`config.mk`:
```
export PLATFORM = sky130hd
export DESIGN_NAME = win_stats_gen_flat
export DESIGN_NICKNAME = d
export VERILOG_FILES = /design/src/rtl/win_stats_if.sv /design/src/rtl/win_stats_gen.sv /design/src/flat_wrapper.sv
export SDC_FILE = /design/constraint.sdc
export NUM_CORES = 1
export LEC_CHECK = 0
export ABC_CLOCK_PERIOD_IN_PS = 4000
export CAP_MARGIN = 5
export CELL_PAD_IN_SITES_DETAIL_PLACEMENT = 2
export CELL_PAD_IN_SITES_GLOBAL_PLACEMENT = 2
export CORE_UTILIZATION = 28
export CTS_CLUSTER_SIZE = 20
export DETAILED_ROUTE_END_ITERATION = 10
export GPL_TIMING_DRIVEN = 0
export PLACE_DENSITY_LB_ADDON = 0.2
export SETUP_SLACK_MARGIN = 0.4
export SYNTH_ARGS = -nofsm -noshare
export SYNTH_HDL_FRONTEND = slang
export SYNTH_SLANG_ARGS = --single-unit
```
`constraint.sdc`:
```
create_clock -name i_clk -period 4 [get_ports i_clk]
set_input_delay 0.4 -clock i_clk [delete_from_list [all_inputs] [get_ports i_clk]]
set_output_delay 0.4 -clock i_clk [all_outputs]
set_load 0.02 [all_outputs]
```
`src/rtl/win_stats_if.sv`:
```
// -----------------------------------------------------------------------------
// win_stats_if
// Pixel-pair stream between a pixel source and win_stats_gen.
//   pix_valid : source offers an f_pix/g_pix pair this cycle
//   f_pix     : template-image sample (DW bits)
//   g_pix     : search-image sample   (DW bits)
//   pix_ready : sink accepts the offered pair this cycle
// A pair transfers on a cycle where pix_valid && pix_ready.
// -----------------------------------------------------------------------------
interface win_stats_if #(
    parameter int DW = 3
);
    logic          pix_valid;
    logic [DW-1:0] f_pix;
    logic [DW-1:0] g_pix;
    logic          pix_ready;

    modport master (output pix_valid, output f_pix, output g_pix, input  pix_ready);
    modport slave  (input  pix_valid, input  f_pix, input  g_pix, output pix_ready);
endinterface

```
`src/rtl/win_stats_gen.sv`:
```
// -----------------------------------------------------------------------------
// win_stats_gen
// Walks a frame of ROWS rows, XSPAN pixel pairs per row, and produces
// running window statistics for template matching:
//   - template window (first WIN f samples of the row) with sum / sum of squares
//   - sliding sum / sum of squares over the last WIN g samples
// Ports:
//   i_clk, i_rst      : clock, synchronous active-high reset
//   i_start           : frame start request (only honoured in IDLE)
//   pix_if (slave)    : pixel-pair stream, pix_ready high only in RUN
//   o_f_win           : template window, slot 0 (bits [DW-1:0]) is the oldest
//   o_f_sum/o_f2_sum  : sum / sum of squares of template samples in this row
//   o_g_sum/o_g2_sum  : sliding sum / sum of squares of the last WIN g samples
//   o_xg, o_xf, o_y   : last accepted pair index, index mod WIN, row index
//   o_slot            : one-hot of o_xf
//   o_out_valid       : window statistics valid (pulse)
//   o_row_done        : end of row (pulse), o_frame_done : end of frame (pulse)
//   o_busy            : block is not idle
// All outputs are registered and reflect an accepted pair one cycle later.
// -----------------------------------------------------------------------------
module win_stats_gen #(
    parameter  int DW    = 3,
    parameter  int WIN   = 16,
    parameter  int XSPAN = 79,
    parameter  int ROWS  = 16,
    localparam int LW    = $clog2(WIN),
    localparam int SW    = DW + LW,
    localparam int QW    = 2 * DW + LW,
    localparam int XW    = $clog2(XSPAN),
    localparam int YW    = (ROWS > 1) ? $clog2(ROWS) : 1
) (
    input  logic              i_clk,
    input  logic              i_rst,
    input  logic              i_start,
    win_stats_if.slave        pix_if,
    output logic [WIN*DW-1:0] o_f_win,
    output logic [SW-1:0]     o_f_sum,
    output logic [QW-1:0]     o_f2_sum,
    output logic [SW-1:0]     o_g_sum,
    output logic [QW-1:0]     o_g2_sum,
    output logic [XW-1:0]     o_xg,
    output logic [LW-1:0]     o_xf,
    output logic [YW-1:0]     o_y,
    output logic [WIN-1:0]    o_slot,
    output logic              o_out_valid,
    output logic              o_row_done,
    output logic              o_frame_done,
    output logic              o_busy
);

    typedef enum logic [1:0] {S_IDLE, S_LINE, S_RUN, S_NEXT} state_t;

    // r_k counts accepted pairs in the row; one extra bit so WIN==XSPAN fits.
    localparam logic [XW:0]   K_LAST = (XW+1)'(XSPAN - 1);
    localparam logic [XW:0]   K_WIN  = (XW+1)'(WIN);
    localparam logic [XW:0]   K_WIN1 = (XW+1)'(WIN - 1);
    localparam logic [YW-1:0] Y_LAST = YW'(ROWS - 1);

    state_t              r_state;
    logic                r_pix_ready;
    logic                r_busy;
    logic                r_row_done;
    logic                r_frame_done;
    logic [YW-1:0]       r_y;
    logic [XW:0]         r_k;
    logic [XW-1:0]       r_xg;
    logic [LW-1:0]       r_xf;
    logic [WIN-1:0]      r_slot;
    logic                r_out_valid;
    logic [WIN*DW-1:0]   r_f_win;
    logic [WIN*DW-1:0]   r_g_hist;
    logic [SW-1:0]       r_f_sum;
    logic [QW-1:0]       r_f2_sum;
    logic [SW-1:0]       r_g_sum;
    logic [QW-1:0]       r_g2_sum;

    logic                w_accept;
    logic                w_last;
    logic [DW-1:0]       w_g_old;

    // Zero-extend a sample to the linear-sum width.
    function automatic logic [SW-1:0] lin_ext(input logic [DW-1:0] v);
        return {{LW{1'b0}}, v};
    endfunction

    // Square a sample and zero-extend it to the square-sum width.
    function automatic logic [QW-1:0] sq_ext(input logic [DW-1:0] v);
        logic [2*DW-1:0] p;
        p = {{DW{1'b0}}, v} * {{DW{1'b0}}, v};
        return {{LW{1'b0}}, p};
    endfunction

    // r_pix_ready is high exactly in RUN, so acceptance implies RUN.
    assign w_accept = pix_if.pix_valid & r_pix_ready;
    assign w_last   = w_accept & (r_k == K_LAST);
    // Bottom of the history is the sample accepted WIN pairs ago (0 after LINE).
    assign w_g_old  = r_g_hist[DW-1:0];

    // Frame/row sequencing FSM with its registered control outputs.
    always_ff @(posedge i_clk) begin
        if (i_rst) begin
            r_state      <= S_IDLE;
            r_pix_ready  <= 1'b0;
            r_busy       <= 1'b0;
            r_row_done   <= 1'b0;
            r_frame_done <= 1'b0;
            r_y          <= '0;
        end else begin
            r_row_done   <= 1'b0;
            r_frame_done <= 1'b0;
            case (r_state)
                S_IDLE: begin
                    if (i_start) begin
                        r_state <= S_LINE;
                        r_busy  <= 1'b1;
                    end
                end
                S_LINE: begin
                    r_state     <= S_RUN;
                    r_pix_ready <= 1'b1;
                end
                S_RUN: begin
                    if (w_last) begin
                        r_state      <= S_NEXT;
                        r_pix_ready  <= 1'b0;
                        r_row_done   <= 1'b1;
                        r_frame_done <= (r_y == Y_LAST);
                    end
                end
                S_NEXT: begin
                    if (r_y == Y_LAST) begin
                        r_y     <= '0;
                        r_state <= S_IDLE;
                        r_busy  <= 1'b0;
                    end else begin
                        r_y     <= r_y + YW'(1);
                        r_state <= S_LINE;
                    end
                end
                default: begin
                    r_state     <= S_IDLE;
                    r_pix_ready <= 1'b0;
                    r_busy      <= 1'b0;
                end
            endcase
        end
    end

    // Window datapath: cleared in LINE, updated on each accepted pair.
    always_ff @(posedge i_clk) begin
        if (i_rst || (r_state == S_LINE)) begin
            r_k         <= '0;
            r_xg        <= '0;
            r_xf        <= '0;
            r_slot      <= '0;
            r_out_valid <= 1'b0;
            r_f_win     <= '0;
            r_g_hist    <= '0;
            r_f_sum     <= '0;
            r_f2_sum    <= '0;
            r_g_sum     <= '0;
            r_g2_sum    <= '0;
        end else begin
            r_out_valid <= 1'b0;
            if (w_accept) begin
                r_k         <= r_k + (XW+1)'(1);
                r_xg        <= r_k[XW-1:0];
                r_xf        <= r_k[LW-1:0];
                r_slot      <= WIN'(1) << r_k[LW-1:0];
                r_out_valid <= (r_k >= K_WIN1);
                r_g_hist    <= {pix_if.g_pix, r_g_hist[WIN*DW-1:DW]};
                // Modular add/subtract: the true result is never negative.
                r_g_sum     <= r_g_sum + lin_ext(pix_if.g_pix) - lin_ext(w_g_old);
                r_g2_sum    <= r_g2_sum + sq_ext(pix_if.g_pix) - sq_ext(w_g_old);
                // Template window freezes once it has WIN samples.
                if (r_k < K_WIN) begin
                    r_f_win  <= {pix_if.f_pix, r_f_win[WIN*DW-1:DW]};
                    r_f_sum  <= r_f_sum + lin_ext(pix_if.f_pix);
                    r_f2_sum <= r_f2_sum + sq_ext(pix_if.f_pix);
                end
            end
        end
    end

    assign pix_if.pix_ready = r_pix_ready;
    assign o_f_win          = r_f_win;
    assign o_f_sum          = r_f_sum;
    assign o_f2_sum         = r_f2_sum;
    assign o_g_sum          = r_g_sum;
    assign o_g2_sum         = r_g2_sum;
    assign o_xg             = r_xg;
    assign o_xf             = r_xf;
    assign o_y              = r_y;
    assign o_slot           = r_slot;
    assign o_out_valid      = r_out_valid;
    assign o_row_done       = r_row_done;
    assign o_frame_done     = r_frame_done;
    assign o_busy           = r_busy;

endmodule

```
`src/flat_wrapper.sv`:
```
// flat-port wrapper written by rule: the top's interface ports become plain ports
module win_stats_gen_flat 
#(
    parameter  int DW    = 3,
    parameter  int WIN   = 16,
    parameter  int XSPAN = 79,
    parameter  int ROWS  = 16,
    localparam int LW    = $clog2(WIN),
    localparam int SW    = DW + LW,
    localparam int QW    = 2 * DW + LW,
    localparam int XW    = $clog2(XSPAN),
    localparam int YW    = (ROWS > 1) ? $clog2(ROWS) : 1
)
  (i_clk, i_rst, i_start, o_f_win, o_f_sum, o_f2_sum, o_g_sum, o_g2_sum, o_xg, o_xf, o_y, o_slot, o_out_valid, o_row_done, o_frame_done, o_busy, pix_if_pix_valid, pix_if_f_pix, pix_if_g_pix, pix_if_pix_ready);
  win_stats_if #(.DW(DW)) pix_if_i ();
  input  logic i_clk;
  input  logic i_rst;
  input  logic i_start;
  output logic [WIN*DW-1:0] o_f_win;
  output logic [SW-1:0] o_f_sum;
  output logic [QW-1:0] o_f2_sum;
  output logic [SW-1:0] o_g_sum;
  output logic [QW-1:0] o_g2_sum;
  output logic [XW-1:0] o_xg;
  output logic [LW-1:0] o_xf;
  output logic [YW-1:0] o_y;
  output logic [WIN-1:0] o_slot;
  output logic o_out_valid;
  output logic o_row_done;
  output logic o_frame_done;
  output logic o_busy;
  input wire logic [$bits(pix_if_i.pix_valid)-1:0] pix_if_pix_valid;
  input wire logic [$bits(pix_if_i.f_pix)-1:0] pix_if_f_pix;
  input wire logic [$bits(pix_if_i.g_pix)-1:0] pix_if_g_pix;
  output wire logic [$bits(pix_if_i.pix_ready)-1:0] pix_if_pix_ready;
  assign pix_if_i.pix_valid = pix_if_pix_valid;
  assign pix_if_i.f_pix = pix_if_f_pix;
  assign pix_if_i.g_pix = pix_if_g_pix;
  assign pix_if_pix_ready = pix_if_i.pix_ready;
  win_stats_gen #(.DW(DW), .WIN(WIN), .XSPAN(XSPAN), .ROWS(ROWS)) u_core (.i_clk(i_clk), .i_rst(i_rst), .i_start(i_start), .pix_if(pix_if_i), .o_f_win(o_f_win), .o_f_sum(o_f_sum), .o_f2_sum(o_f2_sum), .o_g_sum(o_g_sum), .o_g2_sum(o_g2_sum), .o_xg(o_xg), .o_xf(o_xf), .o_y(o_y), .o_slot(o_slot), .o_out_valid(o_out_valid), .o_row_done(o_row_done), .o_frame_done(o_frame_done), .o_busy(o_busy));
endmodule
```
==> flow_summary_export.csv, run 1 <==
group,metric,value,unit
final_layout,post-route-util,37.8,%
cts,clk_pin_slew_worst_paths,0.08,ns
sta,period_needed,3.61,ns
sta,final_max_slew_viol_count,0,
sta,setup_viol_count_final,0,
route,drt_first_iter_violations,226,
global_route,gr-usage-all-layers,18.0,%
worst_setup_path,crit_path_max_incr_delay,0.52,ns
global_route,global_route.overflow_total,0,
route,drtAntennaViolNets,0,
yosys,synth_cell_type_count,50,
yosys,ffs_w_async_s_r_synth,0,%
route,wirelength,24200,microns
final_layout,final_common_cell,"sky130_fd_sc_hd__nand2_1",
final_layout,final_layout_size_suffix_gt1_share,7.78,%
route,dr_wl_met3,625,microns
floorplan,ioPinCount,128,
power_and_ir_drop,power.density,477,nW/um^2
route,drt_drc_violations_left,0,
worst_setup_path,critPathRequiredTime,4.33,ns
final_layout,area.growth.synth_to_final,32.6,%
yosys,synth.avg_cell_area,8.10,sq um
sta,grt_setup_unrepaired,"true",
route,drt_first_pass_iters,4,
global_route,grt_max_degree,19,
worst_setup_path,cell_breakdown_of_the_critical_path,"inv_4 -> ha_4 -> xor2_1 -> ha_1 -> inv_2 -> fa_1 -> fa_1 -> inv_2 -> fa_2 -> a211oi_4 -> o21bai_1 -> a21oi_2 -> nor3_2 -> a221o_1",
sta,hold_ws,0.351,ns
floorplan,dieArea,28100,sq um
placed_design,globalplace.congestion,0.778,
cts,cts.hold.buffers_added,0,
yosys,synthesis.yosys.warnings,0,
worst_setup_path,worstPathArrival,3.94,ns
yosys,post_synth_instance_area,7680,sq um
worst_setup_path,critical_path.endpoint_type,"flip-flop",
placed_design,hpwlAfterDp,17600,microns
cts,cts_num_sinks,172,
yosys,postSynth.topFlopCell,"sky130_fd_sc_hd__dfxtp_1",
floorplan,initial_core_util,28.5,%
cts,maximum_level_of_the_cts_h_tree,4,
cts,cts_made_buffers,17,
route,sum_of_met2_wire_segment_lengths_after_detailed_routing,11900,microns
route,met1_length,11500,microns
final_layout,insertedDiodeCount,0,
worst_setup_path,r2r_slack,0.39,ns
sta,fin_crit_sh,90.4,%
route,viasPerCell,4.76,
placed_design,dpl.cell_count,1416,
sta,fmax,277,MHz
cts,cts.root.buffer_cell,"sky130_fd_sc_hd__clkbuf_16",
yosys,synth_sequential_area_ratio,44.8,%
floorplan,fp.dieH,168,microns
worst_setup_path,start_kind,"flip-flop",
power_and_ir_drop,power.leakage,0.00368,uW
sta,worstMarginPinSlew,0.863,ns
job,maxCapViolCount,0,
global_route,global_route_wire_length_before_repair,40000,microns
floorplan,core,27000,sq um
final_layout,final_cell_mix,"sky130_fd_sc_hd__nand2_1 (256), sky130_fd_sc_hd__dfxtp_1 (169), sky130_fd_sc_hd__a21oi_1 (140)",
route,post_drt_wl_per_cell,16.6,microns
floorplan,rows,60,
cts,cts.path.max_buffers,2,
yosys,synth.ff_latch_count,172,
route,dr_total_vias,6950,
yosys,synth_edf_count,0,
final_layout,design.final.nets,1173,
sta,final-hold-violation-count,0,
cts,clock_insertion_delay_worst_skew,0.44,ns
worst_setup_path,critPathMaxFanout,3,
worst_setup_path,criticalPathCategory,"reg -> reg",
sta,slew_headroom,42.4,%
status,outcome,"completed",
cts,cts_tree,"built",
power_and_ir_drop,ir_drop,238,uV
global_route,number_of_global_route_vias_before_repair,7451,
floorplan,fp.dieW,168,microns
final_layout,post_layout_nonfiller_instances,1459,
placed_design,buffers_added_on_ports,127,
yosys,synthCells,948,
global_route,initial_antenna_violation_count,0,
min_path,timing.hold.worst.class,"in -> reg",
sta,post_route_skew,0.0148,ns
yosys,mappedNetlistNets,1016,
worst_setup_path,cpMaxStageDelayCell,"sky130_fd_sc_hd__fa_1",
route,highest_metal_layer_with_signal_wires,"met4",
cell usage after synthesis (2+ instances only):
| cell | count | share of area [%] |
|---|---|---|
| sky130_fd_sc_hd__nand2_1 | 257 | 13 |
| sky130_fd_sc_hd__dfxtp_1 | 172 | 45 |
| sky130_fd_sc_hd__a21oi_1 | 142 | 9.3 |
| sky130_fd_sc_hd__inv_1 | 53 | 2.6 |
| sky130_fd_sc_hd__nor2_1 | 52 | 2.5 |
| sky130_fd_sc_hd__ha_1 | 46 | 7.5 |
| sky130_fd_sc_hd__clkbuf_1 | 36 | 1.8 |
| sky130_fd_sc_hd__a22oi_1 | 14 | 1.4 |
| sky130_fd_sc_hd__o21ai_0 | 14 | 0.91 |
| sky130_fd_sc_hd__fa_1 | 12 | 3.1 |
| sky130_fd_sc_hd__nor3_1 | 12 | 0.78 |
| sky130_fd_sc_hd__a21o_1 | 10 | 0.98 |
| sky130_fd_sc_hd__xor2_1 | 10 | 1.1 |
| sky130_fd_sc_hd__a211oi_1 | 9 | 0.88 |
| sky130_fd_sc_hd__buf_1 | 9 | 0.44 |
| sky130_fd_sc_hd__buf_2 | 9 | 0.59 |
| sky130_fd_sc_hd__nand3_1 | 7 | 0.46 |
| sky130_fd_sc_hd__xnor2_1 | 7 | 0.80 |
| sky130_fd_sc_hd__nor2b_1 | 6 | 0.49 |
| sky130_fd_sc_hd__or3_1 | 6 | 0.49 |
| sky130_fd_sc_hd__and2_1 | 5 | 0.41 |
| sky130_fd_sc_hd__buf_4 | 5 | 0.49 |
| sky130_fd_sc_hd__nand4_1 | 5 | 0.41 |
| sky130_fd_sc_hd__nor4_1 | 5 | 0.41 |
| sky130_fd_sc_hd__mux2i_1 | 4 | 0.52 |
| sky130_fd_sc_hd__o31ai_1 | 4 | 0.39 |
| sky130_fd_sc_hd__and4_1 | 3 | 0.34 |
| sky130_fd_sc_hd__nand2b_1 | 3 | 0.24 |
| sky130_fd_sc_hd__a211o_1 | 2 | 0.23 |
| sky130_fd_sc_hd__a31oi_1 | 2 | 0.16 |
| sky130_fd_sc_hd__and3_1 | 2 | 0.16 |
| sky130_fd_sc_hd__conb_1 | 2 | 0.098 |
| sky130_fd_sc_hd__nand3b_1 | 2 | 0.20 |
| sky130_fd_sc_hd__nor3b_1 | 2 | 0.20 |
| sky130_fd_sc_hd__o211ai_1 | 2 | 0.20 |
| sky130_fd_sc_hd__or2_2 | 2 | 0.16 |
| sky130_fd_sc_hd__or4_1 | 2 | 0.20 |
cell type report:
class | count | area (sq um)
clock buffers | 18 | 439
inverters | 53 | 201
fillers | 3086 | 16800
flip-flops and latches | 172 | 3450
multi-input cells | 664 | 3920
repair buffers | 138 | 1360
clock inverters | 14 | 141
plain buffers | 59 | 251
well taps | 341 | 427
final timing paths:
| kind | startpoint | depth (start not counted) | to |
|---|---|---|---|
| worst max-delay path | u_core.r_g_hist[1] | 14 | u_core.o_g2_sum[7] |
| worst min-delay path | pix_if_g_pix[2] | 3 | u_core.r_g_hist[47] |
| worst max register to register | u_core.r_g_hist[1] | 14 | u_core.o_g2_sum[7] |
| worst min register to register | u_core.r_g_hist[5] | 2 | u_core.r_g_hist[2] |
metal layers:
metal	GRT usage (%)	up-vias
met5	0	-
met4	4.23	0
met3	2.93	16
met2	31.5	98
met1	23.0	3400
li1	-	3436
stage by stage:
| step | TNS (ns) | worst slack, ns | total power, uW | area, sq um |
|---|---|---|---|---|
| after floorplan | 0 | 0.429 | 2680 | 7710 |
| after detailed placement | -0.548 | -0.243 | 3170 | 9410 |
| after global placement | -0.319 | -0.182 | 3140 | 9410 |
| after global routing | 0 | 0.235 | 5150 | 10200 |
| final | 0 | 0.385 | 4860 | 10200 |
| after CTS | 0 | 0.391 | 4910 | 10100 |
state kept, by name (all words and copies together), names as in the netlist, 2 cells and up:
register	count
u_core.r_k	8
u_core.o_g_sum	7
u_core.o_f_sum	7
u_core.o_xf	3
u_core.o_xg	4
u_core.o_y	4
u_core.o_f2_sum	10
u_core.r_state	2
u_core.o_slot	16
u_core.o_f_win	48
u_core.o_g2_sum	10
u_core.r_g_hist	48
worst max-delay path, delay by kind of cell (launching register included):
family / cells / cell delay (ns)
fa+ha+maj: 5 / 1.93
compound gates: 4 / 0.86
xor+xnor: 1 / 0.14
flops: 1 / 0.38
buf+inv: 3 / 0.14
simple gates: 1 / 0.06
power breakdown:
group	total [uW]	switching (uW)	internal, uW
Clock	1660	810	851
Combinational	1350	896	453
Sequential	1850	76.3	1770
Total	4860	1780	3080
repair_timing:
action	4_1_cts	5_1_grt
setup endpoints to repair	5	5
pin swaps	16	6
cloned	0	0
gates resized for setup	18	12
setup buffers	10	1
cells by family (layout without fill, tap and decap cells):
family | count (synthesis) | in the layout | synth area share [%]
AND/OR/NAND/NOR | 373 | 373 | 20.4
AO/OA/AOI/OAI | 209 | 209 | 15.6
flip-flops | 172 | 172 | 44.8
buffers and inverters | 112 | 282 | 5.86
adder cells (fa/ha/maj) | 58 | 58 | 10.6
XOR/XNOR | 17 | 17 | 1.94
multiplexers | 5 | 5 | 0.668
other | 2 | 2 | 0.0978
Power figures use the tool's default switching activity.
==> run 2, diff against run 1 <==
CORE_MARGIN = 4   (was unset)
CTS_BUF_LIST = sky130_fd_sc_hd__clkbuf_16   (was unset)
MAX_ROUTING_LAYER = met4   (was unset)
==> flow_summary_export.csv, run 2 (same netlist as run 1, synthesis figures left out) <==
group,metric,value,unit
worst_setup_path,critPathRequiredTime,4.33,ns
global_route,initial_antenna_violation_count,0,
cts,cts_made_buffers,17,
status,outcome,"completed",
worst_setup_path,r2r_slack,0.43,ns
floorplan,fp.dieW,174,microns
sta,setup_viol_count_final,0,
sta,hold_ws,0.455,ns
final_layout,fillCellCount,3070,
floorplan,dieArea,30200,sq um
sta,slew_headroom,45.2,%
global_route,gr-usage-all-layers,17.0,%
min_path,timing.hold.worst.class,"reg -> reg",
worst_setup_path,critical_path.reg2reg.endpoint,"u_core.o_g2_sum[7]",
floorplan,rows,60,
cts,cts.path.max_buffers,2,
floorplan,fp.dieH,174,microns
sta,grt_setup_unrepaired,"true",
power_and_ir_drop,power.leakage,0.00365,uW
worst_setup_path,ff2ff_path_depth,14,
route,post_drt_wl_per_cell,16.9,microns
worst_setup_path,criticalPathCategory,"reg -> reg",
placed_design,place_worst_setup_slack,-0.219,ns
final_layout,post_layout_nonfiller_instances,1458,
global_route,grt_max_degree,18,
sta,fin_ws,0.428,ns
global_route,global_route_wire_length_before_repair,40500,microns
cts,clk_pin_slew_worst_paths,0.08,ns
placed_design,hpwlAfterDp,17900,microns
power_and_ir_drop,power.density,481,nW/um^2
route,drt_first_iter_violations,242,
sta,final-hold-violation-count,0,
final_layout,area.growth.synth_to_final,31.9,%
placed_design,buffers_added_on_ports,127,
global_route,number_of_global_route_vias_before_repair,7488,
worst_setup_path,crit_start,"u_core.r_g_hist[0]",
worst_setup_path,cpMaxStageDelayCell,"sky130_fd_sc_hd__fa_1",
floorplan,initial_core_util,28.5,%
final_layout,insertedDiodeCount,0,
worst_setup_path,start_kind,"flip-flop",
cts,cts.root.buffer_cell,"sky130_fd_sc_hd__clkbuf_16",
sta,final_max_slew_viol_count,0,
sta,post_route_skew,0.0132,ns
power_and_ir_drop,ir_drop,213,uV
final_layout,seqCellArea,3450,sq um
final_layout,final_common_cell,"sky130_fd_sc_hd__nand2_1",
placed_design,globalplace.congestion,0.772,
min_path,whs_endpoint,"u_core.r_g_hist[18]",
floorplan,core,27000,sq um
global_route,global_route.overflow_total,0,
sta,period_needed,3.57,ns
worst_setup_path,worstPathBufferInverterCount,2,
placed_design,dpl.cell_count,1416,
route,drtAntennaViolNets,0,
min_path,worst_hold_path_cells,2,
route,viasPerCell,4.75,
worst_setup_path,crit_path_max_incr_delay,0.51,ns
route,wirelength,24700,microns
route,dr_total_vias,6922,
final_layout,final_layout_size_suffix_gt1_share,7.25,%
cts,cts.hold.buffers_added,0,
job,maxCapViolCount,0,
sta,fmax,280,MHz
sta,fin_crit_sh,89.3,%
cts,clock_insertion_delay_worst_skew,0.44,ns
cts,maximum_level_of_the_cts_h_tree,4,
worst_setup_path,critPathMaxFanout,3,
min_path,min_from,"u_core.r_g_hist[21]",
cts,cts_num_sinks,172,
floorplan,ioPinCount,128,
worst_setup_path,path_delay_family,"adder cells",
final_layout,final_cell_mix,"sky130_fd_sc_hd__nand2_1 (256), sky130_fd_sc_hd__dfxtp_1 (169), sky130_fd_sc_hd__a21oi_1 (140)",
sta,worstMarginPinSlew,0.822,ns
final_layout,multi_input_comb_area,3880,sq um
final_layout,design.final.nets,1172,
cts,cts_tree,"built",
worst_setup_path,critical_path.endpoint_type,"flip-flop",
worst_setup_path,cell_breakdown_of_the_critical_path,"nand2_4 -> ha_4 -> xor2_1 -> ha_1 -> inv_2 -> fa_1 -> fa_1 -> inv_2 -> fa_2 -> a211oi_4 -> o21bai_1 -> a21oi_2 -> nor3_1 -> a221o_1",
route,drt_drc_violations_left,0,
worst_setup_path,worstPathArrival,3.90,ns
worst_setup_path,worst_r2r_startpoint,"u_core.r_g_hist[0]",
route,drt_first_pass_iters,5,
-- run 2: routing by layer --
metal	share of wire, %	wire (microns)	vias up	global-route usage [%]
met5	0	0	-	-
met3	3.6	896	16	3.99
met2	48	12000	90	28.4
met4	0.97	239	0	3.53
met1	47	11600	3374	21.1
li1	-	-	3442	-
-- run 2: area by class of cell --
class / count / share of cell area [%]
Buffer: 59 / 2.48
Multi-Input combinational cell: 664 / 38.3
Clock inverter: 15 / 1.52
Sequential cell: 172 / 34.1
Timing Repair Buffer: 137 / 13.3
Inverter: 53 / 1.96
Clock buffer: 17 / 4.20
Tap cell: 341 / 4.21
-- run 2: worst register-to-register path, cell delays in order (launching register included) --
cell and delay [ns]:
sky130_fd_sc_hd__dfxtp_4 0.37, sky130_fd_sc_hd__nand2_4 0.06, sky130_fd_sc_hd__ha_4 0.21, sky130_fd_sc_hd__xor2_1 0.14
sky130_fd_sc_hd__ha_1 0.28, sky130_fd_sc_hd__inv_2 0.04, sky130_fd_sc_hd__fa_1 0.49, sky130_fd_sc_hd__fa_1 0.51
sky130_fd_sc_hd__inv_2 0.06, sky130_fd_sc_hd__fa_2 0.39, sky130_fd_sc_hd__a211oi_4 0.32, sky130_fd_sc_hd__o21bai_1 0.12
sky130_fd_sc_hd__a21oi_2 0.15, sky130_fd_sc_hd__nor3_1 0.07, sky130_fd_sc_hd__a221o_1 0.26
-- run 2: how the worst max path moves through the flow --
stage	cells after the start	endpoint	slack (ns)
floorplan	15	u_core.o_g2_sum[8]	0.43
global placement	14	u_core.o_g2_sum[8]	-0.16
detailed placement	14	u_core.o_g2_sum[8]	-0.22
CTS	14	u_core.o_g2_sum[7]	0.40
global route	14	u_core.o_g2_sum[7]	0.27
finish	14	u_core.o_g2_sum[7]	0.43
-- run 2: what timing repair did --
action	CTS	global route
pin swaps	15	4
endpoints found under the hold margin	0	0
setup endpoints to repair	5	4
gates resized for setup	17	3
buffers inserted	9	1
-- run 2: per-stage QoR --
stage | util (%) | power, uW | cell area, sq um | setup TNS [ns]
finish | 37.6 | 4880 | 10100 | 0
CTS | 37.6 | 4950 | 10100 | 0
global route | 37.6 | 5190 | 10100 | 0
detailed placement | 34.9 | 3170 | 9410 | -0.406
global placement | 34.9 | 3140 | 9410 | -0.328
floorplan | - | 2680 | 7710 | 0
-- run 2: power breakdown --
| part | switching [uW] | leakage [uW] | internal (uW) |
|---|---|---|---|
| clock | 810 | 0.000282 | 886 |
| combinational | 885 | 0.00198 | 446 |
| sequential | 75.3 | 0.00139 | 1770 |
| total | 1770 | 0.00365 | 3110 |
==> run 3, diff against run 2 <==
TNS_END_PERCENT = 20   (was unset)
==> flow_summary_export.csv, run 3 (same netlist as run 1, synthesis figures left out) <==
group,metric,value,unit
worst_setup_path,r2r_slack,0.43,ns
route,viasPerCell,4.75,
sta,fin_crit_sh,89.3,%
cts,clock_insertion_delay_worst_skew,0.44,ns
placed_design,dpl.cell_count,1416,
sta,slew_headroom,45.1,%
floorplan,fp.dieH,174,microns
worst_setup_path,critPathMaxFanout,3,
power_and_ir_drop,power.density,481,nW/um^2
global_route,global_route.overflow_total,0,
min_path,whs_endpoint,"u_core.r_g_hist[18]",
cts,maximum_level_of_the_cts_h_tree,4,
status,outcome,"completed",
sta,setup_viol_count_final,0,
placed_design,globalplace.congestion,0.772,
final_layout,fillCellCount,3070,
floorplan,fp.dieW,174,microns
final_layout,final_layout_size_suffix_gt1_share,7.25,%
floorplan,dieArea,30200,sq um
final_layout,final_cell_mix,"sky130_fd_sc_hd__nand2_1 (256), sky130_fd_sc_hd__dfxtp_1 (169), sky130_fd_sc_hd__a21oi_1 (140)",
sta,fmax,280,MHz
route,wirelength,24700,microns
route,drtAntennaViolNets,0,
cts,cts_made_buffers,17,
min_path,min_from,"u_core.r_g_hist[21]",
final_layout,insertedDiodeCount,0,
worst_setup_path,critPathRequiredTime,4.33,ns
floorplan,rows,60,
route,drt_first_pass_iters,5,
final_layout,final_common_cell,"sky130_fd_sc_hd__nand2_1",
global_route,initial_antenna_violation_count,0,
power_and_ir_drop,power.leakage,0.00365,uW
sta,period_needed,3.57,ns
global_route,gr-usage-all-layers,17.0,%
worst_setup_path,crit_path_max_incr_delay,0.51,ns
final_layout,area.growth.synth_to_final,31.9,%
floorplan,ioPinCount,128,
min_path,worst_hold_path_cells,2,
worst_setup_path,cpMaxStageDelayCell,"sky130_fd_sc_hd__fa_1",
sta,final-hold-violation-count,0,
worst_setup_path,criticalPathCategory,"reg -> reg",
placed_design,hpwlAfterDp,17900,microns
worst_setup_path,critical_path.reg2reg.endpoint,"u_core.o_g2_sum[7]",
cts,clk_pin_slew_worst_paths,0.08,ns
job,maxCapViolCount,0,
worst_setup_path,critical_path.endpoint_type,"flip-flop",
sta,post_route_skew,0.0172,ns
final_layout,design.final.nets,1172,
route,dr_total_vias,6919,
worst_setup_path,cell_breakdown_of_the_critical_path,"nand2_4 -> ha_4 -> xor2_1 -> ha_1 -> inv_2 -> fa_1 -> fa_1 -> inv_2 -> fa_2 -> a211oi_4 -> o21bai_1 -> a21oi_2 -> nor3_1 -> a221o_1",
cts,cts.path.max_buffers,2,
sta,fin_tns_setup,0,ns
sta,final_max_slew_viol_count,0,
global_route,grt_max_degree,18,
cts,cts.root.buffer_cell,"sky130_fd_sc_hd__clkbuf_16",
min_path,timing.hold.worst.class,"reg -> reg",
sta,worstMarginPinSlew,0.824,ns
worst_setup_path,worst_r2r_startpoint,"u_core.r_g_hist[0]",
worst_setup_path,ff2ff_path_depth,14,
cts,cts_tree,"built",
global_route,number_of_global_route_vias_before_repair,7488,
route,drt_first_iter_violations,220,
power_and_ir_drop,ir_drop,212,uV
placed_design,buffers_added_on_ports,127,
sta,grt_setup_unrepaired,"true",
global_route,global_route_wire_length_before_repair,40500,microns
floorplan,initial_core_util,28.5,%
worst_setup_path,start_kind,"flip-flop",
route,drt_drc_violations_left,0,
route,post_drt_wl_per_cell,16.9,microns
final_layout,post_layout_nonfiller_instances,1458,
worst_setup_path,worstPathArrival,3.90,ns
floorplan,core,27000,sq um
cts,cts_num_sinks,172,
## run 3: cell counts in the layout (fill, tap and decap cells not counted)
No cell type changed its count.
## run 3: how the worst max path moves through the flow
stage | from | to | slack [ns] | depth (start not counted)
final | u_core.r_g_hist[0] | u_core.o_g2_sum[7] | 0.43 | 14
after global routing | u_core.r_g_hist[0] | u_core.o_g2_sum[7] | 0.27 | 14
after CTS | u_core.r_g_hist[0] | u_core.o_g2_sum[7] | 0.40 | 14
after detailed placement | pix_if_g_pix[1] | u_core.o_g2_sum[8] | -0.22 | 14
after global placement | pix_if_g_pix[1] | u_core.o_g2_sum[8] | -0.16 | 14
after floorplan | u_core.r_g_hist[0] | u_core.o_g2_sum[8] | 0.43 | 15
## run 3: layout make-up
type	count	area (sq um)	area share, %
repair buffers	137	1350	13.3
clock inverters	15	154	1.52
well taps	341	427	4.21
clock buffers	17	425	4.20
flip-flops and latches	172	3450	34.1
inverters	53	199	1.96
plain buffers	59	251	2.48
multi-input cells	664	3880	38.3
## run 3: worst max-delay path, delay by kind of cell, from the launching register on
kind	cells	cell delay [ns]
compound gates	4	0.85
xor+xnor	1	0.14
fa+ha+maj	5	1.88
buf+inv	2	0.10
flops	1	0.37
simple gates	2	0.13
## run 3: through the flow
step / total power (uW) / setup slack (ns) / util, % / hold slack (ns) / area (sq um)
floorplan: 2680 / 0.429 / - / 0.425 / 7710
global placement: 3140 / -0.165 / 34.9 / 0.432 / 9410
detailed placement: 3170 / -0.219 / 34.9 / 0.449 / 9410
CTS: 4950 / 0.398 / 37.6 / 0.456 / 10100
global route: 5190 / 0.270 / 37.6 / 0.472 / 10100
finish: 4870 / 0.429 / 37.6 / 0.455 / 10100
## run 3: power by group
group | internal [uW] | switching (uW)
Clock | 887 | 808
Sequential | 1770 | 75.5
Combinational | 446 | 884
Total | 3110 | 1770
## run 3: routing by layer
metal | wire, microns | track usage, %
met5 | 0 | -
met4 | 218 | 3.53
met3 | 887 | 3.99
met2 | 12000 | 28.4
met1 | 11600 | 21.1
## run 3: repair_timing
item                                    4_1_cts  5_1_grt
cloned                                        0        0
endpoints found under the setup margin        5        4
setup buffers                                 9        1
hold buffers                                  0        0
endpoints found under the hold margin         0        0
pin swaps                                    15        1
gates resized for setup                      17        2
